<file path="config.mk">
export PLATFORM = sky130hd
export DESIGN_NAME = laser_sweep_obstacle
export DESIGN_NICKNAME = d
export VERILOG_FILES = /design/src/rtl/laser_obstacle_pkg.sv /design/src/rtl/laser_sweep_obstacle_delay_timer.sv /design/src/rtl/laser_sweep_obstacle.sv
export SDC_FILE = /design/constraint.sdc
export NUM_CORES = 1
export LEC_CHECK = 0
export ABC_AREA = 1
export BUFFER_PORTS_ARGS = -buffer_cell sky130_fd_sc_hd__clkbuf_2
export CORE_MARGIN = 8
export CORE_UTILIZATION = 57
export DETAILED_ROUTE_END_ITERATION = 16
export GPL_ROUTABILITY_DRIVEN = 0
export GPL_TIMING_DRIVEN = 0
export PLACE_DENSITY = 0.87
export SETUP_SLACK_MARGIN = 0.02
export SLEW_MARGIN = 15
export SYNTH_ARGS = -nofsm -noshare
export SYNTH_HDL_FRONTEND = slang
export SYNTH_SLANG_ARGS = --single-unit
</file>
<file path="constraint.sdc">
create_clock -name clk -period 2.69 [get_ports clk]
set_input_delay 0 -clock clk [delete_from_list [all_inputs] [get_ports clk]]
set_output_delay 0 -clock clk [all_outputs]
set_load 0.05 [all_outputs]
</file>
<file path="src/rtl/laser_obstacle_pkg.sv">
// laser_obstacle_pkg: shared states, mode codes and lane geometry for the laser sweep obstacle
package laser_obstacle_pkg;
  typedef enum logic [1:0] {IDLE, SPAWN, GROW, HOLD} state_t;
  typedef enum logic [1:0] {MODE_PINGPONG = 2'd0, MODE_ONEWAY = 2'd1, MODE_ALL = 2'd2} mode_t;
  function automatic logic lane_hit(input int h, input int x0, input int w);
    return h >= x0 - w && h <= x0 + 1 + w;
  endfunction
endpackage

</file>
<file path="src/rtl/laser_sweep_obstacle_delay_timer.sv">
// obstacle_delay_timer: saturating cycle counter that flags the last cycle of a programmable delay
module obstacle_delay_timer #(
  parameter int W = 8
) (
  input  logic         clk,
  input  logic         rst,
  input  logic         load,
  input  logic         en,
  input  logic [W-1:0] limit,
  output logic         expire
);
  logic [W-1:0] cnt;
  assign expire = en && cnt == limit - 1'b1;
  always_ff @(posedge clk)
    if (rst || load) cnt <= '0;
    else if (en && !expire) cnt <= cnt + 1'b1;
endmodule

</file>
<file path="src/rtl/laser_sweep_obstacle.sv">
// laser_sweep_obstacle: sequenced widening laser columns overlaid on the arena pixel stream
module laser_sweep_obstacle
  import laser_obstacle_pkg::*;
#(
  parameter int          NUM_LASERS     = 3,
  parameter int          FIRST_LASER_X  = 411,
  parameter int          LASER_PITCH    = 100,
  parameter int          LASER_TOP      = 317,
  parameter int          LASER_BOTTOM   = 617,
  parameter int          MAX_HALF_WIDTH = 30,
  parameter int          SPAWN_DELAY    = 32000000,
  parameter int          GROW_DELAY     = 3200000,
  parameter int          HOLD_DELAY     = 32000000,
  parameter logic [3:0]  SELECT_CODE    = 4'b0001,
  parameter logic [11:0] LASER_COLOR    = 12'hfff
) (
  input  logic        clk,
  input  logic        rst,
  input  logic [11:0] hcount_in,
  input  logic [11:0] vcount_in,
  input  logic [11:0] rgb_in,
  input  logic        game_on,
  input  logic        menu_on,
  input  logic        play_selected,
  input  logic [3:0]  selected,
  input  logic        done_in,
  input  logic [1:0]  mode,
  output logic        working,
  output logic [11:0] rgb_out,
  output logic [11:0] obstacle_x,
  output logic [11:0] obstacle_y,
  output logic        done
);
  localparam int MAXD = SPAWN_DELAY > GROW_DELAY ? (SPAWN_DELAY > HOLD_DELAY ? SPAWN_DELAY : HOLD_DELAY)
                                                 : (GROW_DELAY > HOLD_DELAY ? GROW_DELAY : HOLD_DELAY);
  localparam int CW = $clog2(MAXD) + 1;
  localparam int WW = $clog2(MAX_HALF_WIDTH + 1);
  localparam int SW = 5;
  state_t state, state_n;
  mode_t mode_q, mode_n;
  logic [WW-1:0] w, w_n;
  logic [SW-1:0] step, step_n, lane;
  logic [CW-1:0] limit;
  logic load, expire, abort, start, last_step, done_n, hit;
  assign abort = state != IDLE && (menu_on || !play_selected);
  assign start = state == IDLE && done_in && game_on && play_selected && selected == SELECT_CODE;
  // ping-pong walks back down from the last lane after the first NUM_LASERS steps
  assign lane = mode_q == MODE_PINGPONG && step >= SW'(NUM_LASERS) ? SW'(2 * NUM_LASERS - 1) - step : step;
  assign last_step = step == (mode_q == MODE_ALL ? SW'(0) :
                              mode_q == MODE_ONEWAY ? SW'(NUM_LASERS - 1) : SW'(2 * NUM_LASERS - 1));
  assign limit = state == SPAWN ? CW'(SPAWN_DELAY) : state == GROW ? CW'(GROW_DELAY) : CW'(HOLD_DELAY);
  obstacle_delay_timer #(.W(CW)) u_timer (
    .clk(clk), .rst(rst), .load(load), .en(state != IDLE), .limit(limit), .expire(expire)
  );
  always_comb begin
    state_n = state;
    w_n = w;
    step_n = step;
    mode_n = mode_q;
    done_n = 1'b0;
    load = 1'b0;
    if (abort) begin
      state_n = IDLE;
      w_n = '0;
      load = 1'b1;
    end else if (start) begin
      state_n = SPAWN;
      w_n = '0;
      step_n = '0;
      mode_n = mode == MODE_ONEWAY || mode == MODE_ALL ? mode_t'(mode) : MODE_PINGPONG;
      load = 1'b1;
    end else if (expire) begin
      load = 1'b1;
      if (state == SPAWN) state_n = GROW;
      else if (state == GROW) begin
        w_n = w + 1'b1;
        state_n = w == WW'(MAX_HALF_WIDTH - 1) ? HOLD : GROW;
      end else if (last_step) begin
        state_n = IDLE;
        w_n = '0;
        done_n = 1'b1;
      end else begin
        state_n = SPAWN;
        w_n = '0;
        step_n = step + 1'b1;
      end
    end
  end
  always_comb begin
    hit = 1'b0;
    for (int i = 0; i < NUM_LASERS; i++)
      if ((mode_q == MODE_ALL || int'(lane) == i) &&
          lane_hit(int'(hcount_in), FIRST_LASER_X + i * LASER_PITCH, int'(w)))
        hit = 1'b1;
    hit = hit && state != IDLE && vcount_in >= 12'(LASER_TOP) && vcount_in <= 12'(LASER_BOTTOM);
  end
  always_ff @(posedge clk)
    if (rst) begin
      state <= IDLE;
      mode_q <= MODE_PINGPONG;
      w <= '0;
      step <= '0;
      done <= 1'b0;
      working <= 1'b0;
      rgb_out <= '0;
      obstacle_x <= '0;
      obstacle_y <= '0;
    end else begin
      state <= state_n;
      mode_q <= mode_n;
      w <= w_n;
      step <= step_n;
      done <= done_n;
      working <= state_n != IDLE;
      rgb_out <= hit ? LASER_COLOR : rgb_in;
      obstacle_x <= hit ? hcount_in : '0;
      obstacle_y <= hit ? vcount_in : '0;
    end
endmodule

</file>
**Yosys cells after proc, flatten, opt, wreduce, memory -nomap -nowiden**

Cells that the tools add are included.

- $add $sub $neg: 11
- Order comparisons: 9
- Eq/ne operators: 15
- Mux-type cells: 27
- Bitwise operators: 4
- Reduce and logical (&&, ||, !) cells: 37

Operators with widths:

| operator | number |
|---|---|
| $mux 25 | 2 |
| $mux 5 | 7 |
| $add 26x1->26 const B | 1 |
| $eq 26x26->1 | 1 |
| $ge 13x10->1 | 2 |
| $sub 25x1->26 const B | 1 |
| $le 12x11->1 | 2 |
| $add 10x5->11 const A | 2 |
| $sub 9x5->10 const A | 2 |
| $logic_and 1x1->1 | 17 |
| $ge 13x11->1 | 1 |
| $ge 12x9->1 const B | 1 |
| $le 12x10->1 | 1 |
| $le 12x10->1 const B | 1 |
| $mux 12 | 1 |
| $mux 2 | 6 |
| $sub 10x5->11 const A | 1 |
| $add 5x1->5 const B | 2 |
| $add 9x5->10 const A | 1 |
| $mux 1 | 9 |
| $eq 2x1->1 const B | 3 |
| $eq 2x2->1 const B | 3 |
| $logic_or 1x1->1 | 6 |
| $mux 3 | 2 |
| other kinds (18) | 28 |

- Register bits: 78
- Input port bits: 48
- Output and inout bits: 38
- Logic and storage cells: 113

**Logic depth before layout (Yosys ltp)**

Gate-level depths: netlist (run 1).

- Depth after elaboration: 14
- Depth in mapped cells: 18
- Gate-level depth less buffers: 17

**By module**

Synthesis (run 1) repeated with hierarchy kept, for this count alone.

- Cell total of the unflattened synthesis: 920
- Area, all modules: 6120.9 sq um

Modules (own cells, without submodules):

| module | times used | cells an instance | area each (sq um) | seq. area each (sq um) |
|---|---|---|---|---|
| laser_sweep_obstacle | 1 | 450 | 3228.1 | 1041.0 |
| obstacle_delay_timer | 1 | 470 | 2892.8 | 520.5 |

**Worst setup path after synthesis (run 1)**

No wires, ideal clock.

- Path type: reg2reg
- From: register w[3]
- To: register rgb_out[10]
- Setup time: 0.115 ns
- Arrival time: 2.089 ns
- Required time: 2.575 ns
- Slack: 0.486 ns
- Stages on the path, launching flop included: 18
- Path buffers: 1
- Clock period less this slack: 2.204 ns
- Cells stage by stage: dfxtp_1 -> ha_1 -> ha_1 -> inv_1 -> ha_1 -> nand2_1 -> inv_1 -> o21ai_0 -> nand2_1 -> nor2_1 -> nand2_1 -> nand2_1 -> nor2_1 -> nand2_1 -> nand3_1 -> nand2_2 -> buf_4 -> nand2_1

- Longest elaborated chain between the ends: 11
- Elaborated cells on any way between the ends: 25
- Classes of those cells: 6 x add/sub; 6 x order compare; 4 x mux; 9 x reduce/logical

RTL lines:

| what | RTL line | source |
|---|---|---|
| start: declaration | laser_sweep_obstacle.sv:41 | `logic [WW-1:0] w, w_n;` |
| start signal: assignment | laser_sweep_obstacle.sv:111 | `w <= w_n;` |
| $sub 9x5->10 / $add 9x5->10 (equally long branches) | laser_obstacle_pkg.sv:6 | `return h >= x0 - w && h <= x0 + 1 + w;` |
| $ge 13x10->1 / $le 12x10->1 (equally long branches) | laser_obstacle_pkg.sv:6 |  |
| $logic_and 1x1->1 | laser_obstacle_pkg.sv:6 |  |
| $logic_and 1x1->1 | laser_sweep_obstacle.sv:92 | `if ((mode_q == MODE_ALL \|\| int'(lane) == i) &&` |
| $mux 1 (2 in series) | laser_sweep_obstacle.sv:92 |  |
| $mux 1 (*) | laser_sweep_obstacle.sv:92 |  |
| $logic_and 1x1->1 (*) (3 in series) | laser_sweep_obstacle.sv:95 | `hit = hit && state != IDLE && vcount_in >= 12'(LASER_TOP) && vcount_in <= 12'(LASER_BOTTOM);` |
| $mux 12 (*) | laser_sweep_obstacle.sv:115 | `rgb_out <= hit ? LASER_COLOR : rgb_in;` |
| end signal: assignment | laser_sweep_obstacle.sv:115 |  |
| end: declaration | laser_sweep_obstacle.sv:29 | `output logic [11:0] rgb_out,` |

Mark *: on every way between the ends. The rest lies on a longest branch, timed or not.
A chain may end at the register's enable or synchronous reset.

**Worst setup path in the final report (run 1)**

- From: register w[3]
- To: register obstacle_y[7]

- Longest elaborated chain between the ends: 12
- Elaborated cells on any way between the ends: 26
- Classes of those cells: 6 x add/sub; 6 x order compare; 3 x mux; 1 x bitwise; 10 x reduce/logical

RTL lines:

| what | RTL line | source |
|---|---|---|
| $sub 9x5->10 / $add 9x5->10 (equally long branches) | laser_obstacle_pkg.sv:6 |  |
| $ge 13x10->1 / $le 12x10->1 (equally long branches) | laser_obstacle_pkg.sv:6 |  |
| $logic_and 1x1->1 | laser_obstacle_pkg.sv:6 |  |
| $logic_and 1x1->1 | laser_sweep_obstacle.sv:92 |  |
| $mux 1 (2 in series) | laser_sweep_obstacle.sv:92 |  |
| $mux 1 (*) | laser_sweep_obstacle.sv:92 |  |
| $logic_and 1x1->1 (*) (3 in series) | laser_sweep_obstacle.sv:95 |  |
| $not 1->1 (no line) (*) | n/a |  |
| $reduce_or 2->1 (no line) (*) | n/a |  |
| end signal: assignment | laser_sweep_obstacle.sv:117 | `obstacle_y <= hit ? vcount_in : '0;` |
| end: declaration | laser_sweep_obstacle.sv:31 | `output logic [11:0] obstacle_y,` |

Marks and branches as above.

==> results of run 1 <==
how the worst max path moves through the flow:
stage          startpoint            end  depth (start not counted)
2_1_floorplan        w[3]    rgb_out[10]                         17
3_3_place_gp         w[4]     rgb_out[8]                         16
3_5_place_dp         w[4]     rgb_out[5]                         16
4_1_cts              w[3]  obstacle_y[0]                         16
5_1_grt              w[3]  obstacle_y[0]                         16
6_report             w[3]  obstacle_y[7]                         16
cells by family after synthesis:
family / after synthesis
AOI/OAI and AO/OA: 88
DFF: 78
and+or+nand+nor: 366
other: 1
xor gates and xnor gates: 24
buffers and inverters: 128
adders and majority gates: 40
registers in the layout, summed over array words and instances, names as in the netlist:
name,flops
state,2
done,1
obstacle_x,12
u_timer.cnt,26
w,5
mode_q,2
step,5
rgb_out,12
obstacle_y,12
working,1
per-layer routing:
layer | routed length [µm] | up-vias
li1 | - | 2574
met1 | 5790 | 2477
met2 | 7210 | 309
met3 | 1520 | 82
met4 | 716 | 0
met5 | 0 | -
cells in the final DEF (no fill, tap or decap), types with 5 or more instances in the layout:
cell type and n:
buf_6 5, nand4_1 21, nand3_1 43, xnor2_1 6, nor3_1 23, nor2_1 79
o21ai_0 17, nand2_2 7, nor2_2 5, a21oi_1 45, nand2_1 168, xor2_1 17
o21ai_1 10, dlygate4sd3_1 31, a21oi_2 8, dfxtp_1 75, ha_1 39, inv_1 103
clkbuf_8 10, clkbuf_2 85, buf_2 5, inv_2 6
cells in the mapped netlist, drive strengths merged, types with 3 or more instances:
cell type / instances / share of area [%]
dfxtp: 78 / 32
a21oi: 54 / 6.3
inv: 110 / 8.3
nor2: 85 / 6.8
nand4: 21 / 2.7
ha: 40 / 10
buf: 13 / 2.3
nor3: 26 / 2.9
nor4: 4 / 0.51
clkbuf: 4 / 0.33
xnor2: 6 / 1.1
nand3b: 3 / 0.46
nand2: 176 / 14
o21ai: 27 / 2.7
xor2: 18 / 3.2
nand3: 47 / 5.5
timing repair:
action                                 CTS  global route
setup endpoints to repair               28            32
pin swaps                                0             2
resized for setup                        1            18
cloned                                   0             0
endpoints found under the hold margin   31             0
hold buffers                            31             0
power breakdown:
group | total [mW] | switching (mW) | internal (mW) | leakage [nW]
sequential | 1.17 | 0.00468 | 1.17 | 0.635
clock | 0.789 | 0.436 | 0.353 | 0.0889
combinational | 0.278 | 0.176 | 0.102 | 2.16
total | 2.24 | 0.617 | 1.62 | 2.88
metrics by stage:
stage	hold WS, ps	util [%]	instance area, µm²	power [mW]	setup WS, ps
final	21.8	70.7	6050	2.24	149
after global routing	43.7	70.7	6050	2.30	-24.8
after CTS	0.933	70.1	5990	2.22	35.7
after detailed placement	202	64.5	5510	1.42	-23.1
after global placement	195	64.5	5510	1.41	76.5
after floorplan	110	-	4960	1.34	486
final cells by class:
cell class / count / area [µm²]
multi-input cells: 522 / 2900
flip-flops and latches: 78 / 1570
repair buffers: 115 / 731
fillers: 607 / 2500
plain buffers: 17 / 128
well taps: 108 / 135
inverters: 111 / 420
clock inverters: 4 / 23.8
clock buffers: 11 / 141
==> results.cfg, run 1 <==
[layout]
stdcell_count = 966
drive_gt1_share_pct = 18.2
syn_to_final_growth_pct = 22.2
nets = 942
diodes = 0

[sta]
max_slew_margin_pct = 63.9
skew_ps = 16.9
fin_crit_sh_pct = 94.5
drv_slew = 0
hold_violations = 0
period_minus_slack_ps = 2540
fmax_mhz = 394
setup_viol_count_final = 0
worst_pin_slew_ps = 541
setup_tns_ps = 0

[logic_synthesis]
synth_edf_count = 0
synthFlopType = dfxtp_1
synthAdderAreaFrac_pct = 10.1
synth_xor_xnor_area_share_pct = 4.25
synth_compound_area_share_pct = 9.99
syn_area_per_cell_um2 = 6.82
syn_area_um2 = 4950
synth_top_family_by_area = simple AND/OR/NAND/NOR gates
muxShareOfSynthArea_pct = 0
async_flop_share_pct = 0
synthDistinctLibCells = 40
synth_seq_area_share_pct = 31.6
syn_inst = 725
ys_warn_count = 0
synth-simple-area-share_pct = 33.0
ys_ff_latch = 78

[worst_hold_path]
hold_start = rst
min_path_type = in -> reg
min_to = mode_q[0]
holdPathStages = 2

[cts]
cts_tree = done
cts_buffer_depth = 2
htreeDepth = 3
clk_latency_ps = 360
cts_buffers = 9
cts_setup_buffers = 0
path_clk_slew_ps = 90
cts.sinks = 78
root_buffer = clkbuf_8

[global_routing]
grt-ovfl-total = 0
grt_pass1_vias = 5535
met3_usage_pct = 7.68
use_met1_pct = 29.0
antenna_found_initial = 0
top_usage_layer = met2
grt.total_usage_pct = 26.2
grt_pass1_wl_um = 25200
grt_max_degree = 13
use_met2_pct = 43.8

[die]
die_area_um2 = 11900
die_h_um = 109
io_pins = 86
die_w_um = 109
core_um2 = 8550
initial_utilization_pct = 57.9
rows = 34

[drt]
drt-pass1-iter-count = 6
final_antenna_net_count = 0
viasPerCell = 5.63
drtIter0Drc = 440
wl_per_cell_um = 15.8
finalWirelength_um = 15200
num_vias = 5442
drc = 0

[place]
hpwl_um = 10200
dp_cells = 920
io_buffers = 84

[critical_path]
r2r_start = w[3]
crit-reg2reg-capture = obstacle_y[7]
crit_chain = ha_4 -> ha_1 -> inv_1 -> ha_1 -> inv_1 -> nand2_1 -> o21ai_0 -> nor2_1 -> nand2_1 -> nand2_1 -> nor2_1 -> nand2_1 -> nand3_1 -> nand2_4 -> buf_6 -> nor2_1
cp_common_cell = nand2_1
reg2regPathDepth = 16
worst-setup-path-type = reg -> reg
cp_slowest_cell = dfxtp_4
crit_fanout = 10
cp.buffers_inverters = 3
critPathLaunchType = register
required_ps = 2970
critPathArrivalTime_ps = 2820
max_stage_delay_ps = 380
r2r_slack_ps = 150
critPathCaptureType = register
cp_top_family = simple AND/OR/NAND/NOR gates

[outcome]
status = completed

[power_and_ir_drop]
ir_worst_vdd_uv = 360
power.density_nw_per_um2 = 370
p_leak_nw = 2.88

[flow_run]
maxCapViolCount = 0
(Power assumes the default switching activity.)
==> inputs of run 2 (changes only) <==
--- a/config.mk
+++ b/config.mk
@@ -5,16 +5,15 @@
 export SDC_FILE = /design/constraint.sdc
 export NUM_CORES = 1
 export LEC_CHECK = 0
-export ABC_AREA = 1
 export BUFFER_PORTS_ARGS = -buffer_cell sky130_fd_sc_hd__clkbuf_2
 export CORE_MARGIN = 8
-export CORE_UTILIZATION = 57
+export CORE_UTILIZATION = 50
 export DETAILED_ROUTE_END_ITERATION = 16
 export GPL_ROUTABILITY_DRIVEN = 0
 export GPL_TIMING_DRIVEN = 0
-export PLACE_DENSITY = 0.87
+export PLACE_DENSITY = 0.83
 export SETUP_SLACK_MARGIN = 0.02
-export SLEW_MARGIN = 15
+export SLEW_MARGIN = 30
 export SYNTH_ARGS = -nofsm -noshare
 export SYNTH_HDL_FRONTEND = slang
 export SYNTH_SLANG_ARGS = --single-unit
==> constraint.sdc (replaced) <==
create_clock -name clk -period 2.2 [get_ports clk]
set_input_delay 0 -clock clk [delete_from_list [all_inputs] [get_ports clk]]
set_output_delay 0 -clock clk [all_outputs]
set_load 0.05 [all_outputs]
==> run 2 against run 1 <==
Against the previous run:
- the flow now finishes with violations (setup timing)
- register-to-register slack worse by 880 ps
- largest cell class unchanged
- clock power up 27%
- global-route usage is 5.2 points lower
==> results.cfg, run 2 <==
[outcome]
status = finished with violations
violations = setup timing

[layout]
stdcell_count = 728
final_common_cell = clkbuf_2
drive_gt1_share_pct = 35.0
regMostFlops = u_timer.cnt
largest_reg_flops = 26
multi_input_area_um2 = 2720
final_area_um2 = 5910
nFillCells = 538
nets = 707
most-common-layout-cells = clkbuf_2 (85), dfxtp_1 (71), nor2_1 (33)
regArea_um2 = 1580
diodes = 0
syn_to_final_growth_pct = 43.3

[sta]
fin_crit_sh_pct = 133
rsz0062_at_grt = true
fmax_mhz = 342
setup_ws_ps = -727
worst_pin_slew_ps = 498
max_slew_margin_pct = 65.9
hold_violations = 0
setup_viol_count_final = 70
period_minus_slack_ps = 2930
skew_ps = 14.9
drv_slew = 0

[critical_path]
critPathLaunchType = register
crit_fanout = 10
worst-path-stages = 13
max_stage_delay_ps = 530
cp_slowest_cell = or4_1
cp.buffers_inverters = 3
critPathCaptureType = register
r2r_start = w[2]
r2r_slack_ps = -730
worst-setup-path-type = reg -> reg
critPathArrivalTime_ps = 3230
reg2regPathDepth = 13
crit_chain = inv_4 -> ha_2 -> xnor2_2 -> ha_1 -> nor2b_1 -> nand4_1 -> nor4b_2 -> o21ai_1 -> or4_1 -> o21ai_2 -> buf_6 -> buf_6 -> a21o_1
crit-reg2reg-capture = rgb_out[10]
required_ps = 2500
cp_top_family = simple AND/OR/NAND/NOR gates
cp_common_cell = buf_6

[logic_synthesis]
synth_commonest_cells = dfxtp_1 (78), nor2_1 (44), ha_1 (40), inv_1 (31), nand2_1 (21)
ys_warn_count = 0
synthDistinctLibCells = 63
synth_area_leaders = dfxtp_1 (38%), ha_1 (12%), nor2_1 (4.0%), xnor2_1 (3.2%), and2_1 (3.0%)
yosys.area.top_type = dfxtp_1
synth_edf_count = 0
synth_top_area_share_pct = 37.9
synthFlopType = dfxtp_1
yosysMostFrequentCell = dfxtp_1
ys_ff_latch = 78
syn_area_um2 = 4120
synth_seq_area_share_pct = 37.9
syn_area_per_cell_um2 = 9.10
async_flop_share_pct = 0
syn_inst = 453

[drt]
wl_per_cell_um = 17.7
finalWirelength_um = 12900
drt-pass1-iter-count = 5
viasPerCell = 5.68
final_antenna_net_count = 0
drtIter0Drc = 246
drc = 0
num_vias = 4134

[global_routing]
grt_pass1_vias = 4094
grt.total_usage_pct = 21.0
antenna_found_initial = 0
grt_pass1_wl_um = 19500
grt_max_degree = 14
grt-ovfl-total = 0

[cts]
cts_tree = done
root_buffer = clkbuf_8
path_clk_slew_ps = 90
clk_latency_ps = 370
cts_buffers = 9
cts_buffer_depth = 2
htreeDepth = 3
cts.sinks = 78

[power_and_ir_drop]
p_leak_nw = 2.59
p_comb_share_pct = 12.5
pwr-share-clk_pct = 36.0
swShare_pct = 27.4
power.switching_mw = 0.761
ir_worst_vdd_uv = 400
power.density_nw_per_um2 = 470
p_int_mw = 2.02
power_frac_seq_pct = 51.5

[die]
core_um2 = 8090
io_pins = 86
rows = 33
die_h_um = 107
die_w_um = 107
initial_utilization_pct = 50.9
die_area_um2 = 11400

[place]
io_buffers = 85
placed_area_um2 = 4830
dp_cells = 646
hpwl_um = 7470

[worst_hold_path]
hold_start = hcount_in[7]
min_to = obstacle_x[7]
holdPathStages = 2
min_path_type = in -> reg

[flow_run]
maxCapViolCount = 0
[run 2: cell types whose count changed after synthesis, moves of 9 or more]
cell | before | now
nor3_1 | 25 | 8
nor2b_1 | 0 | 9
xnor2_1 | 6 | 15
nor2_1 | 81 | 44
inv_1 | 106 | 31
nand4_1 | 21 | 12
nand3_1 | 43 | 16
a21oi_1 | 45 | 19
a21o_1 | 0 | 16
nand2_1 | 168 | 21
o21ai_1 | 9 | 0
and2_1 | 0 | 20
[run 2: cell type report]
type | count | share of cell area, %
Buffer | 8 | 1.50
Multi-Input combinational cell | 337 | 46.1
Clock buffer | 10 | 2.33
Timing Repair Buffer | 154 | 18.5
Sequential cell | 78 | 26.7
Tap cell | 105 | 2.22
Inverter | 31 | 2.06
Clock inverter | 5 | 0.593
[run 2: power groups by stage]
stage	registers [mW]	logic [mW]	clock network, mW
3_5_place_dp	1.46	0.254	0
5_1_grt	1.43	0.372	1.07
3_3_place_gp	1.46	0.247	0
6_report	1.43	0.348	0.999
4_1_cts	1.43	0.331	0.986
2_1_floorplan	1.52	0.0959	0
[run 2: worst max path at each step]
stage | start | endpoint
final | w[2] | rgb_out[10]
after global routing | w[0] | rgb_out[10]
after CTS | w[2] | obstacle_y[9]
after detailed placement | w[4] | obstacle_y[0]
after global placement | w[4] | obstacle_y[9]
after floorplan | w[3] | obstacle_y[0]
[run 2: kinds of logic (layout without fill, tap and decap cells)]
logic type	Yosys count	in the layout	synth area share, %
DFF	78	78	37.9
adders and majority gates	40	40	12.1
AOI/OAI and AO/OA	80	80	13.5
other	1	4	0.0910
and+or+nand+nor	182	182	25.5
xor gates and xnor gates	27	27	5.74
muxes	4	4	1.00
buffers and inverters	41	208	4.13
[run 2: per-layer routing]
layer,GRT usage [%],vias up,wire length [µm]
li1,-,1930,-
met1,22.3,1975,4870
met2,36.8,181,6720
met3,6.00,48,860
met4,11.6,0,457
met5,0,-,0
[run 2: through the flow]
step	setup slack [ps]	TNS [ps]	power (mW)	hold WS, ps	util, %
after floorplan	-367	-11940	1.61	69.1	-
after global placement	-790	-29680	1.71	194	59.7
after detailed placement	-839	-33080	1.72	197	59.7
after CTS	-610	-31040	2.75	29.8	70.6
after global routing	-776	-37680	2.87	42.6	73.0
final	-727	-33330	2.78	39.3	73.0
[run 2: repair_timing]
action                                  4_1_cts  5_1_grt
resized for setup                            46       35
endpoints found under the setup margin       68       74
cloned                                        4        0
hold buffers                                 32        0
pin swaps                                    20       14
setup buffers                                24       10
hold endpoints to repair                     33        0
